--- config.mk ---
export PLATFORM = sky130hd
export DESIGN_NAME = fft_result_reader
export DESIGN_NICKNAME = d
export VERILOG_FILES = /design/src/rtl/fft_result_reader.sv
export SDC_FILE = /design/constraint.sdc
export NUM_CORES = 1
export LEC_CHECK = 0
export BUFFER_PORTS_ARGS = -buffer_cell sky130_fd_sc_hd__buf_2
export CORE_ASPECT_RATIO = 1.1
export CORE_MARGIN = 4
export CORE_UTILIZATION = 51
export DETAILED_ROUTE_END_ITERATION = 8
export PLACE_DENSITY = 0.77
export SLEW_MARGIN = 25
export SYNTH_ARGS = -nofsm -noshare
export SYNTH_HDL_FRONTEND = slang
export SYNTH_SLANG_ARGS = --single-unit
--- constraint.sdc ---
create_clock -name iCLK -period 4.25 [get_ports iCLK]
set_input_delay 0.425 -clock iCLK [delete_from_list [all_inputs] [get_ports iCLK]]
set_output_delay 0.425 -clock iCLK [all_outputs]
set_load 0.05 [all_outputs]
--- src/rtl/fft_result_reader.sv ---
// Streams the four FFT result banks out in bin order (0..2047) over a
// valid/ready interface, using credit-based reads into a small output FIFO.
module fft_result_reader #(
  parameter int RD_LAT     = 2,
  parameter int FIFO_DEPTH = 4
) (
  input  logic               iCLK,
  input  logic               iRESET,
  input  logic               iSTART,
  input  logic signed [15:0] iDATA_RE_0,
  input  logic signed [15:0] iDATA_RE_1,
  input  logic signed [15:0] iDATA_RE_2,
  input  logic signed [15:0] iDATA_RE_3,
  output logic [8:0]         oADDR_RD,
  output logic               oRD_EN,
  output logic signed [15:0] oDATA,
  output logic [10:0]        oINDEX,
  output logic               oVALID,
  input  logic               iREADY,
  output logic               oLAST,
  output logic               oBUSY,
  output logic               oDONE
);

  localparam int PW = (FIFO_DEPTH > 1) ? $clog2(FIFO_DEPTH) : 1;
  localparam int CW = $clog2(FIFO_DEPTH + 1);
  localparam int IW = $clog2(RD_LAT + 1);
  localparam int SW = $clog2(FIFO_DEPTH + RD_LAT + 1) + 1;
  localparam logic [10:0] LAST_INDEX = 11'd2047;

  typedef enum logic [1:0] {IDLE, READ, DRAIN, FINISH} state_t;

  state_t state_reg, state_next;

  logic [10:0]        rd_index_reg;
  logic               rd_issue;
  logic               start_load;

  logic [RD_LAT-1:0]  pipe_valid_reg;
  logic [10:0]        pipe_index_reg [RD_LAT];
  logic [IW-1:0]      inflight;

  logic [PW-1:0]      wr_ptr_reg, rd_ptr_reg;
  logic [CW-1:0]      fifo_count_reg;
  logic [26:0]        fifo_word [FIFO_DEPTH];
  logic [26:0]        head_word;
  logic               push, pop;

  logic [SW-1:0]      occupancy;
  logic               credit_ok;

  logic [10:0]        ret_index;
  logic signed [15:0] ret_data;

  // A read may only issue if the FIFO is guaranteed to have room when it returns.
  always_comb begin
    inflight = '0;
    for (int i = 0; i < RD_LAT; i++) begin
      inflight = inflight + IW'(pipe_valid_reg[i]);
    end
  end

  assign occupancy = SW'(fifo_count_reg) + SW'(inflight);
  assign credit_ok = occupancy < SW'(FIFO_DEPTH);

  always_ff @(posedge iCLK or negedge iRESET) begin
    if (!iRESET) begin
      state_reg <= IDLE;
    end else begin
      state_reg <= state_next;
    end
  end

  always_comb begin
    state_next = state_reg;
    rd_issue   = 1'b0;
    start_load = 1'b0;
    case (state_reg)
      IDLE: begin
        if (iSTART) begin
          state_next = READ;
          start_load = 1'b1;
        end
      end
      READ: begin
        if (credit_ok) begin
          rd_issue = 1'b1;
          if (rd_index_reg == LAST_INDEX) begin
            state_next = DRAIN;
          end
        end
      end
      DRAIN: begin
        if (inflight == '0 && fifo_count_reg == '0) begin
          state_next = FINISH;
        end
      end
      FINISH: begin
        state_next = IDLE;
      end
      default: begin
        state_next = IDLE;
      end
    endcase
  end

  // Bank-major counter: {bank, addr}; holds at 2047 instead of wrapping.
  always_ff @(posedge iCLK or negedge iRESET) begin
    if (!iRESET) begin
      rd_index_reg <= '0;
    end else if (start_load) begin
      rd_index_reg <= '0;
    end else if (rd_issue && rd_index_reg != LAST_INDEX) begin
      rd_index_reg <= rd_index_reg + 11'd1;
    end
  end

  always_ff @(posedge iCLK or negedge iRESET) begin
    if (!iRESET) begin
      pipe_valid_reg <= '0;
      for (int i = 0; i < RD_LAT; i++) begin
        pipe_index_reg[i] <= '0;
      end
    end else begin
      pipe_valid_reg[0] <= rd_issue;
      pipe_index_reg[0] <= rd_index_reg;
      for (int i = 1; i < RD_LAT; i++) begin
        pipe_valid_reg[i] <= pipe_valid_reg[i-1];
        pipe_index_reg[i] <= pipe_index_reg[i-1];
      end
    end
  end

  assign ret_index = pipe_index_reg[RD_LAT-1];

  always_comb begin
    ret_data = iDATA_RE_0;
    case (ret_index[10:9])
      2'd0:    ret_data = iDATA_RE_0;
      2'd1:    ret_data = iDATA_RE_1;
      2'd2:    ret_data = iDATA_RE_2;
      default: ret_data = iDATA_RE_3;
    endcase
  end

  assign push = pipe_valid_reg[RD_LAT-1];
  assign pop  = (fifo_count_reg != '0) && iREADY;

  genvar gi;
  generate
    for (gi = 0; gi < FIFO_DEPTH; gi++) begin : g_entry
      logic [26:0] entry_reg;
      always_ff @(posedge iCLK or negedge iRESET) begin
        if (!iRESET) begin
          entry_reg <= '0;
        end else if (push && wr_ptr_reg == PW'(gi)) begin
          entry_reg <= {ret_index, ret_data};
        end
      end
      assign fifo_word[gi] = entry_reg;
    end
  endgenerate

  always_ff @(posedge iCLK or negedge iRESET) begin
    if (!iRESET) begin
      wr_ptr_reg     <= '0;
      rd_ptr_reg     <= '0;
      fifo_count_reg <= '0;
    end else begin
      if (push) begin
        wr_ptr_reg <= (wr_ptr_reg == PW'(FIFO_DEPTH - 1)) ? '0 : wr_ptr_reg + PW'(1);
      end
      if (pop) begin
        rd_ptr_reg <= (rd_ptr_reg == PW'(FIFO_DEPTH - 1)) ? '0 : rd_ptr_reg + PW'(1);
      end
      case ({push, pop})
        2'b10:   fifo_count_reg <= fifo_count_reg + CW'(1);
        2'b01:   fifo_count_reg <= fifo_count_reg - CW'(1);
        default: fifo_count_reg <= fifo_count_reg;
      endcase
    end
  end

  assign head_word = fifo_word[rd_ptr_reg];

  // Outputs are forced to zero while empty so reset clears them without a clock.
  assign oVALID   = (fifo_count_reg != '0);
  assign oDATA    = oVALID ? $signed(head_word[15:0]) : 16'sd0;
  assign oINDEX   = oVALID ? head_word[26:16] : 11'd0;
  assign oLAST    = oVALID && (head_word[26:16] == LAST_INDEX);
  assign oADDR_RD = rd_index_reg[8:0];
  assign oRD_EN   = rd_issue;
  assign oBUSY    = (state_reg != IDLE);
  assign oDONE    = (state_reg == FINISH);

endmodule

; Word level (Yosys, flattened, before mapping)
; Index checks and enable logic that the tools add are counted.
[word_totals]
regBits = 152
word_cells = 78
[classes]
n_addsub = 7
order_cmp = 2
n_eq_ne = 18
mux = 20
bitwise = 1
n_reduce_logical = 18
[ops]
columns = cell, n
row1 = 27-bit binary-select mux with 2-bit select, 1
row2 = 27-bit 2-to-1 mux, 2
row3 = 16-bit case mux with 3 select lines, 1
row4 = 11-bit 2-to-1 mux, 3
row5 = 11-bit equality test (second input constant), 2
row6 = 16-bit 2-to-1 mux, 1
row7 = 2-bit equality test (second input constant), 7
row8 = 2-bit 2-to-1 mux, 6
row9 = 11-bit by 1-bit adder with 11-bit output (second input constant), 1
row10 = 11-bit inequality test (second input constant), 1
row11 = 2-bit by 1-bit equality test with 1-bit output (second input constant), 4
row12 = 1-bit logical AND, 8
row13 = 2-bit logical NOT, 4
row14 = 2-bit inequality test (second input constant), 4
row15 = 2-bit case mux with 4 select lines, 1
row16 = 3-bit case mux with 2 select lines, 1
row17 = 2-bit nonzero test, 3
row18 = 2-bit by 1-bit adder with 2-bit output (second input constant), 2
row19 = 3-bit by 2-bit adder with 4-bit output, 1
row20 = 4-bit by 3-bit < comparator with 1-bit output (second input constant), 1
row21 = 1-bit 2-to-1 mux, 4
row22 = 4-bit AND reduction, 1
row23 = 3-bit by 1-bit adder with 3-bit output (second input constant), 1
row24 = 3-bit greater-or-equal comparator (second input constant), 1
row25 = 5 further kinds, 5

; Logic depth before layout (Yosys ltp)
[logic_depth]
word_depth = 8
depth_mapped = 10

; Worst setup path before layout
; No wires, ideal clock.
[synth_path]
path_type = flip-flop to output port
start = reg rd_ptr_reg[1]
end = out oLAST
arrival_time_ns = 2.550
required_ns = 3.825
setup_slack_ns = 1.275
stages_incl_launch_ff = 5
n_path_buf = 1
path_cell_list = dfrtp_1 -> buf_2 -> mux2i_1 -> a211o_1 -> nor4_1
[synth_between]
elab_chain_len = 6
[synth_lines]
columns = item, line_no
row1 = start: declaration, 43  ; logic [PW-1:0] wr_ptr_reg, rd_ptr_reg;
row2 = start signal: assignment, 174  ; rd_ptr_reg <= (rd_ptr_reg == PW'(FIFO_DEPTH - 1)) ? '0 : rd_ptr_reg + PW'(1);
row3 = 2-bit NOT with 3-bit output (not written as such), 184  ; assign head_word = fifo_word[rd_ptr_reg];
row4 = 27-bit binary-select mux with 2-bit select, 184
row5 = 27-bit 2-to-1 mux (not written as such) (2 in series), 184
row6 = 11-bit equality test, 190  ; assign oLAST = oVALID && (head_word[26:16] == LAST_INDEX);
row7 = 1-bit logical AND, 190
row8 = end: declaration, 20  ; output logic oLAST,
; No other way between the ends. The select of a mux whose other input is x is not followed.

; Final worst setup path
; Same ends and word-level chain as after synthesis.

==> out/results.ini <==
[run_status]
outcome = complete, no violations

[route]
drt-initial-drc-count = 287
vias = 4354
drt-pass1-iter-count = 4
finalWirelength_mm = 14.26
drc = 0
viasPerCell = 5.561
ant_nets = 0
wire_per_inst_um = 18.21

[flow_run]
cap_violations = 0

[timing]
post-route-period-util = 0.7677
slew_headroom = 0.3760
setup_tns_ns = 0
setup_viol = 0
slew_violations = 0
worst_clock_skew_ns = 0.008066
timing.fmax_mhz = 306.5
rsz0062_at_grt = false
tightest_slew_ns = 0.9359
hold_violations = 0
period_needed_ns = 3.263

[logic_synthesis]
synthCells = 483
syn-num-nets = 567
yosys_warnings = 0
ys_top_cells_by_area = dfrtp_1, mux2_2, mux4_2
synth_commonest_cells = dfrtp_1, mux2_2, mux4_2
yosys.area.top_type_share = 0.5320
yosysTopAreaCell = dfrtp_1
ys_seq_area_frac = 0.5320
yosysMostFrequentCell = dfrtp_1
async_flop_share = 1.000
synth_edf_count = 0
synth_cell_type_count = 44
syn_area_per_cell_um2 = 14.80
synth_ff_type = dfrtp_1
ys_seq_elements = 152
syn-cell-area_um2 = 7149

[setup_path]
r2r-start = fifo_count_reg[0]
cp.arrival_ns = 2.84
worstSetupStartpointType = register
crit_path_max_fanout = 20
required_ns = 3.83
path_class = register to output pin
r2r-end = fifo_count_reg[2]
worst_setup_path_end_kind = output pin
worst_r2r_path_depth = 10
ff2ff_setup_slack_ns = 1.62

[clocking]
cts_max_path_buffers = 2
cts_hold_buf = 0
clk_latency_ns = 0.42
cts.clk_slew.worst_paths_ns = 0.06
clock-root-buffer = clkbuf_16
h-tree-depth = 4
numCtsBuffers = 17
clock-sinks = 152
cts_tree = built
cts_setup_buffers = 0
cts_resized = 0

[finish]
multi_input_area_um2 = 3093
ff_latch_area_um2 = 3809
fillers = 1038
antenna_cells = 0
area_growth_pct = 16.92
post_route_cells_drive_above_1_share = 0.5076
post-route-util = 0.6060
largest_reg_flops = 108
fin_nets = 666

[floorplanning]
io_pins = 109
coreArea_um2 = 13790
dieArea_um2 = 15980
fp-row-count = 45
die_y_um = 132.2
dieWidth_um = 120.9
initial_core_util = 0.5183

[global_routing]
grt_use_total = 0.1894
grt_max_degree = 119
grt_pass1_vias = 4754
antenna_found_initial = 0
grt_pass1_wl_mm = 23.75
grt-ovfl-total = 0

[power_and_ir_drop]
p_leak_uw = 0.003797
powerDensity_nw_per_um2 = 845.7
power_uw = 7070
peakVddDrop_mv = 0.4347

[min_path]
min_path_type = primary input to asynchronous set/reset pin

[place]
gp_congestion = 0.7919
io_buffers = 108
dp_hpwl_mm = 9.496

layer usage:
| layer | GRT usage | vias up | part of all wire |
|---|---|---|---|
| met3 | 0.04335 | 20 | 0.045 |
| li1 | - | 1966 | - |
| met2 | 0.3231 | 101 | 0.53 |
| met4 | 0.07242 | 0 | 0.019 |
| met1 | 0.2344 | 2267 | 0.40 |
| met5 | 0 | - | 0 |
layout by cell type (no fill, tap or decap), types with 2 or more instances in the layout:
master,synthesis,routed
dfrtp_1,152,150
mux2_2,110,110
buf_2,16,107
mux4_2,42,42
and2_1,29,29
clkbuf_16,0,17
inv_1,16,16
nand2_1,15,15
ha_1,15,15
a21oi_1,6,6
clkinvlp_4,0,6
buf_4,10,6
nand4_1,5,5
o21ai_0,5,5
nor2_1,5,5
nand3_1,5,5
o31ai_1,4,4
or4_1,4,4
clkbuf_8,0,4
nor3_1,3,3
and3_1,3,3
nand2b_1,3,3
mux2i_1,2,2
or3_1,2,2
a21o_1,2,2
a31oi_1,2,2
xor2_1,2,2
clkbuf_1,6,2
clkinv_2,0,2
cell families after synthesis:
family	count (synthesis)	share of synthesized area
fa+ha+maj	16	0.02905
xor+xnor	3	0.003676
mux	154	0.3084
compound gates	29	0.02870
buf+inv	50	0.03535
simple gates	79	0.06283
flops	152	0.5320
layout make-up:
cell class,instances,share of cell area
flip-flops and latches,152,0.4556
clock buffers,22,0.05673
repair buffers,114,0.07110
well taps,188,0.02814
clock inverters,10,0.01123
inverters,16,0.007185
multi-input cells,281,0.3700
stage by stage:
stage | area (um^2) | setup WS [ns] | std cells | hold slack [ns]
2_1_floorplan | 7149 | 1.275 | 483 | 0.1294
3_3_place_gp | 7785 | 1.501 | 751 | 0.3312
3_5_place_dp | 7786 | 1.510 | 751 | 0.3363
4_1_cts | 8354 | 1.021 | 783 | 0.1906
5_1_grt | 8359 | 0.9386 | 783 | 0.1976
6_report | 8359 | 0.9873 | 783 | 0.1149
worst max-delay path: stages, from the launching register on:
cell and delay [ns]:
dfrtp_1 0.73, buf_4 0.38, nor2b_1 0.12, a211oi_1 0.06
a211o_1 0.36, nor4_1 0.42, buf_2 0.35
report_power, final:
part	internal, uW	leakage, uW	switching (uW)
clock network	850	0.000261	570
registers	2040	0.00188	462
logic	1320	0.00166	1820
how the worst max path moves through the flow:
stage	startpoint	endpoint	depth (start not counted)
6_report	rd_ptr_reg[1]	oLAST	6
5_1_grt	rd_ptr_reg[1]	oLAST	6
2_1_floorplan	rd_ptr_reg[1]	oLAST	4
3_5_place_dp	rd_ptr_reg[1]	oLAST	6
4_1_cts	rd_ptr_reg[1]	oLAST	6
3_3_place_gp	rd_ptr_reg[1]	oLAST	6
No activity file was read; power rests on OpenSTA's default activity.
